**config.mk**
```make
export PLATFORM = sky130hd
export DESIGN_NAME = div_seq_flat
export DESIGN_NICKNAME = d
export VERILOG_FILES = /design/src/rtl/div_seq_if.sv /design/src/rtl/div_seq.sv /design/src/flat_wrapper.sv
export SDC_FILE = /design/constraint.sdc
export NUM_CORES = 1
export LEC_CHECK = 0
export CORE_ASPECT_RATIO = 1.25
export CORE_UTILIZATION = 40
export CTS_CLUSTER_DIAMETER = 30
export DETAILED_ROUTE_END_ITERATION = 12
export PLACE_DENSITY_LB_ADDON = 0.12
export SETUP_SLACK_MARGIN = 0.4
export SLEW_MARGIN = 20
export SYNTH_ARGS = -nofsm -noshare
export SYNTH_HDL_FRONTEND = slang
export SYNTH_SLANG_ARGS = --single-unit
```
**constraint.sdc**
```tcl
create_clock -name clk -period 8.35 [get_ports clk]
set_input_delay 1.2525 -clock clk [delete_from_list [all_inputs] [get_ports clk]]
set_output_delay 1.2525 -clock clk [all_outputs]
set_load 0.1 [all_outputs]
```
**src/rtl/div_seq_if.sv**
```systemverilog
// Operand/result bundle for div_seq. The requester drives a, b and start.
// The divider drives done, div_zero, hi and lo.
interface div_seq_if;
    // Handshake: start acts as "valid". The divider is "ready" only in IDLE,
    // so start in any other state is ignored. a and b are sampled only on the
    // edge that accepts start. done (with div_zero on a zero divisor) pulses
    // for one cycle when the result is ready. hi and lo hold their values
    // until the next completion.
    logic [31:0] a;
    logic [31:0] b;
    logic        start;
    logic        done;
    logic        div_zero;
    logic [31:0] hi;
    logic [31:0] lo;

    modport master (output a, b, start, input done, div_zero, hi, lo);
    modport slave  (input a, b, start, output done, div_zero, hi, lo);
endinterface

```
**src/rtl/div_seq.sv**
```systemverilog
// Sequential signed 32/32 restoring divider: quotient in lo, remainder in hi.
// Optional macro DIV_ZERO_CHECK_EN short-circuits a zero divisor to a flagged done.
module div_seq (
    input  logic       clk,
    input  logic       reset,
    div_seq_if.slave   bus,
    output logic [1:0] fsm_state
);
    localparam logic [1:0] S_IDLE = 2'd0;
    localparam logic [1:0] S_RUN  = 2'd1;
    localparam logic [1:0] S_FIX  = 2'd2;
    localparam logic [1:0] S_DONE = 2'd3;

    logic [1:0]  state;
    logic [4:0]  cnt;
    logic [31:0] rem;
    logic [31:0] quo;
    logic [31:0] b_mag;
    logic        sign_a;
    logic        sign_b;
    logic [31:0] hi_q;
    logic [31:0] lo_q;
    logic [32:0] shifted;
    logic [32:0] trial;
    logic [31:0] rem_next;
    logic [31:0] quo_next;

    // One restoring step: the 33-bit trial result's MSB marks a negative difference.
    always_comb begin
        shifted  = {rem, quo[31]};
        trial    = shifted - {1'b0, b_mag};
        rem_next = trial[32] ? shifted[31:0] : trial[31:0];
        quo_next = {quo[30:0], ~trial[32]};
    end

`ifdef DIV_ZERO_CHECK_EN
    logic dz;

    always_ff @(posedge clk or posedge reset) begin
        if (reset) begin
            dz <= 1'b0;
        end else if (state == S_IDLE && bus.start) begin
            dz <= (bus.b == 32'd0);
        end else if (state == S_DONE) begin
            dz <= 1'b0;
        end
    end

    assign bus.div_zero = (state == S_DONE) && dz;
`else
    assign bus.div_zero = 1'b0;
`endif

    always_ff @(posedge clk or posedge reset) begin
        if (reset) begin
            state  <= S_IDLE;
            cnt    <= 5'd0;
            rem    <= 32'd0;
            quo    <= 32'd0;
            b_mag  <= 32'd0;
            sign_a <= 1'b0;
            sign_b <= 1'b0;
            hi_q   <= 32'd0;
            lo_q   <= 32'd0;
        end else begin
            case (state)
                S_IDLE: begin
                    if (bus.start) begin
                        sign_a <= bus.a[31];
                        sign_b <= bus.b[31];
                        quo    <= bus.a[31] ? -bus.a : bus.a;
                        b_mag  <= bus.b[31] ? -bus.b : bus.b;
                        rem    <= 32'd0;
                        cnt    <= 5'd0;
`ifdef DIV_ZERO_CHECK_EN
                        state  <= (bus.b == 32'd0) ? S_DONE : S_RUN;
`else
                        state  <= S_RUN;
`endif
                    end
                end
                S_RUN: begin
                    rem <= rem_next;
                    quo <= quo_next;
                    cnt <= cnt + 5'd1;
                    if (cnt == 5'd31) begin
                        state <= S_FIX;
                    end
                end
                S_FIX: begin
                    lo_q  <= (sign_a ^ sign_b) ? -quo : quo;
                    hi_q  <= sign_a ? -rem : rem;
                    state <= S_DONE;
                end
                default: begin
                    state <= S_IDLE;
                end
            endcase
        end
    end

    assign bus.done = (state == S_DONE);
    assign bus.hi   = hi_q;
    assign bus.lo   = lo_q;
    assign fsm_state = state;
endmodule

```
**src/flat_wrapper.sv**
```systemverilog
// flat-port wrapper written by rule: the top's interface ports become plain ports
module div_seq_flat 
  (clk, reset, fsm_state, bus_a, bus_b, bus_start, bus_done, bus_div_zero, bus_hi, bus_lo);
  div_seq_if bus_i ();
  input  logic clk;
  input  logic reset;
  output logic [1:0] fsm_state;
  input wire logic [$bits(bus_i.a)-1:0] bus_a;
  input wire logic [$bits(bus_i.b)-1:0] bus_b;
  input wire logic [$bits(bus_i.start)-1:0] bus_start;
  output wire logic [$bits(bus_i.done)-1:0] bus_done;
  output wire logic [$bits(bus_i.div_zero)-1:0] bus_div_zero;
  output wire logic [$bits(bus_i.hi)-1:0] bus_hi;
  output wire logic [$bits(bus_i.lo)-1:0] bus_lo;
  assign bus_i.a = bus_a;
  assign bus_i.b = bus_b;
  assign bus_i.start = bus_start;
  assign bus_done = bus_i.done;
  assign bus_div_zero = bus_i.div_zero;
  assign bus_hi = bus_i.hi;
  assign bus_lo = bus_i.lo;
  div_seq u_core (.clk(clk), .reset(reset), .bus(bus_i), .fsm_state(fsm_state));
endmodule
```
==> flow_metrics.env <==
export IMPL_routedWlPerCell_um=17.2
export IMPL_placed_area_um2=12800
export IMPL_grt_pass1_wl_um=50800
export IMPL_ff2ff_setup_slack_ns=4.66
export IMPL_yosysMostFrequentCell="dfrtp_1"
export IMPL_rsz0062_at_grt="false"
export IMPL_critPathMaxStageDelay_ns=0.53
export IMPL_path_delay_family="simple AND/OR/NAND/NOR gates"
export IMPL_synthFlopType="dfrtp_1"
export IMPL_cp_end_kind="flip-flop"
export IMPL_hold_viol=0
export IMPL_rows=68
export IMPL_slew_headroom_pct=28.8
export IMPL_r2r_end="u_core.rem[30]$_DFFE_PP0P_"
export IMPL_seq_area_frac_synth_pct=37.7
export IMPL_dp_hpwl_um=22800
export IMPL_dieWidth_um=152
export IMPL_max_cap_violations=0
export IMPL_cp_endpoint="u_core.b_mag[28]$_DFFE_PP0P_"
export IMPL_maxSlewViolCount=0
export IMPL_routed_top_layer="met4"
export IMPL_fmax_mhz=244
export IMPL_post_route_period_util_pct=49.1
export IMPL_crit_fanout=5
export IMPL_ant_nets=0
export IMPL_cp_depth=10
export IMPL_antenna_found_initial=0
export IMPL_synth_seq_cells=169
export IMPL_routabilityCongestion=0.899
export IMPL_cts_tree="built"
export IMPL_syn_nets=1441
export IMPL_synth_commonest_cells="dfrtp_1 (169), nand2_1 (156), a21oi_1 (135), nor2_1 (122), o21ai_0 (113)"
export IMPL_dieArea_um2=28700
export IMPL_final_area_um2=13400
export IMPL_period_needed_ns=4.10
export IMPL_crit_chain="clkdlybuf4s50_1, or4_4, nor2_4, nand2_1, or4_1, or3_1, or3_1, o31ai_1, xor2_1, o21ai_0"
export IMPL_cpMostUsedCell="or3_1"
export IMPL_status="completed"
export IMPL_dieHeight_um=189
export IMPL_m1WireLength_um=14300
export IMPL_grt_overflow=0
export IMPL_postCtsSetupBuffers=0
export IMPL_drt_iter0_markers=530
export IMPL_required_ns=8.64
export IMPL_async_reset_ff_share_pct=100
export IMPL_cp_arrival_ns=4.39
export IMPL_synth_edff_count=0
export IMPL_numClockSinks=169
export IMPL_clk_latency_ns=0.44
export IMPL_layout_drive_gt1_share_pct=5.65
export IMPL_synthesis_area_um2=11200
export IMPL_rr_startpoint="u_core.quo[31]$_DFFE_PP0P_"
export IMPL_route_detailed_drc=0
export IMPL_numPortBuffers=133
export IMPL_yosysUniqueCellTypes=68
export IMPL_drt_wl_total_um=30700
export IMPL_ctsResizeCount=0
export IMPL_yosys_warnings=0
export IMPL_crit_buf_inv=1
export IMPL_synth_area_per_cell_um2=8.43
export IMPL_r2r_cells=12
export IMPL_setup_viol=0
export IMPL_tightest_slew_ns=1.06
export IMPL_crit_start="bus_b[2]"
export IMPL_n_fill_cell=2771
export IMPL_area_delta_synth_final_pct=19.7
export IMPL_hp_class="reg -> reg"
export IMPL_core_area_um2=27600
export IMPL_htree_levels=4
export IMPL_ctsHoldBuffers=0
export IMPL_post_drt_via_cell_ratio=5.53
export IMPL_grt_pass1_vias=9568
export IMPL_crit_slowest_cell="or4_4"
export IMPL_hold_path_startpoint="u_core.b_mag[4]$_DFFE_PP0P_"
export IMPL_io_pins=135
export IMPL_dr_pass1_iters=5
export IMPL_antenna_cells=0
export IMPL_finClkSkew_ns=0.00875
export IMPL_clockBufferDepth=2
export IMPL_layout_nets=1531
export IMPL_grt_max_degree=104
export IMPL_yosys_area_top_type_share_pct=37.7
export IMPL_synth_area_leaders="dfrtp_1 (38%), xor2_1 (7.6%), a21oi_1 (6.0%)"
export IMPL_cts_root_buffer="clkbuf_16"
export IMPL_dr_wl_met2_um=14800
export IMPL_wl_met3_um=909
export IMPL_cts_buffers=17
export IMPL_critical_path_class="in -> reg"
export IMPL_synthCells=1331
export IMPL_synth_area_leader_cell="dfrtp_1"
export IMPL_num_vias=9858
export IMPL_clkTransAtPathRegs_ns=0.07
export IMPL_finalSetupTns_ns=0
export IMPL_whs_ns=0.478
export IMPL_start_kind="input port"
export IMPL_final_core_util_pct=48.7
export IMPL_initial_utilization_pct=40.7
export IMPL_grt_total_usage_pct=22.0
## sequential cells by signal, indices dropped and copies added (netlist names)
signal	cells
u_core.b_mag	32
u_core.bus.hi	32
u_core.bus.lo	32
u_core.cnt	5
u_core.fsm_state	2
u_core.quo	32
u_core.rem	32
u_core.sign_a	1
u_core.sign_b	1
## worst min-delay path, cell delays in order (launching register included)
cell	delay [ns]
dfrtp_1	0.34
nand2_1	0.05
o21ai_0	0.06
## stage by stage
stage          cells  setup slack [ns]
6_report        1784              4.25
5_1_grt         1784              4.09
4_1_cts         1783              4.24
3_5_place_dp    1751              3.77
3_3_place_gp    1751              3.81
2_1_floorplan   1331              2.52
## final cells by class
type	count	area, µm²	share of cell area, %
Clock buffer	17	425	3.17
Clock inverter	15	165	1.23
Inverter	58	223	1.66
Multi-Input combinational cell	1032	6540	48.6
Sequential cell	169	4230	31.5
Tap cell	350	438	3.26
Timing Repair Buffer	143	1420	10.6
## cell usage in the layout, fill, tap and decap left out, drive strengths merged, types with 31 or more instances in the layout
master and instances:
dfrtp 169, nand2 157, a21oi 135, clkdlybuf4s50 132, nor2 123, o21ai 117, xor2 98, inv 64
ha 42, xnor2 40, o31ai 31
## how the worst min path moves through the flow
stage          cells after the start                            to
4_1_cts                            2  u_core.b_mag[15]$_DFFE_PP0P_
3_5_place_dp                       2  u_core.b_mag[15]$_DFFE_PP0P_
2_1_floorplan                      2  u_core.b_mag[10]$_DFFE_PP0P_
3_3_place_gp                       2   u_core.b_mag[4]$_DFFE_PP0P_
5_1_grt                            2   u_core.b_mag[8]$_DFFE_PP0P_
6_report                           2   u_core.b_mag[4]$_DFFE_PP0P_
## cells by family after synthesis
group                    Yosys count  share of synthesized area (%)
AO/OA/AOI/OAI                    417                           23.4
XOR/XNOR                         138                           10.8
adder cells (fa/ha/maj)           43                           4.86
buffers and inverters            130                           4.39
flip-flops                       169                           37.7
multiplexers                      17                           1.64
other                              1                         0.0334
AND/OR/NAND/NOR                  416                           17.3
## routing by layer
metal | vias to the layer above | global-route usage [%]
met5 | - | 0
met4 | 0 | 7.88
met3 | 40 | 3.11
met2 | 207 | 36.9
met1 | 4649 | 28.7
li1 | 4962 | -
Power is not shown: default switching activity piles up to over one toggle a cycle in this logic, so the estimate is an artifact.
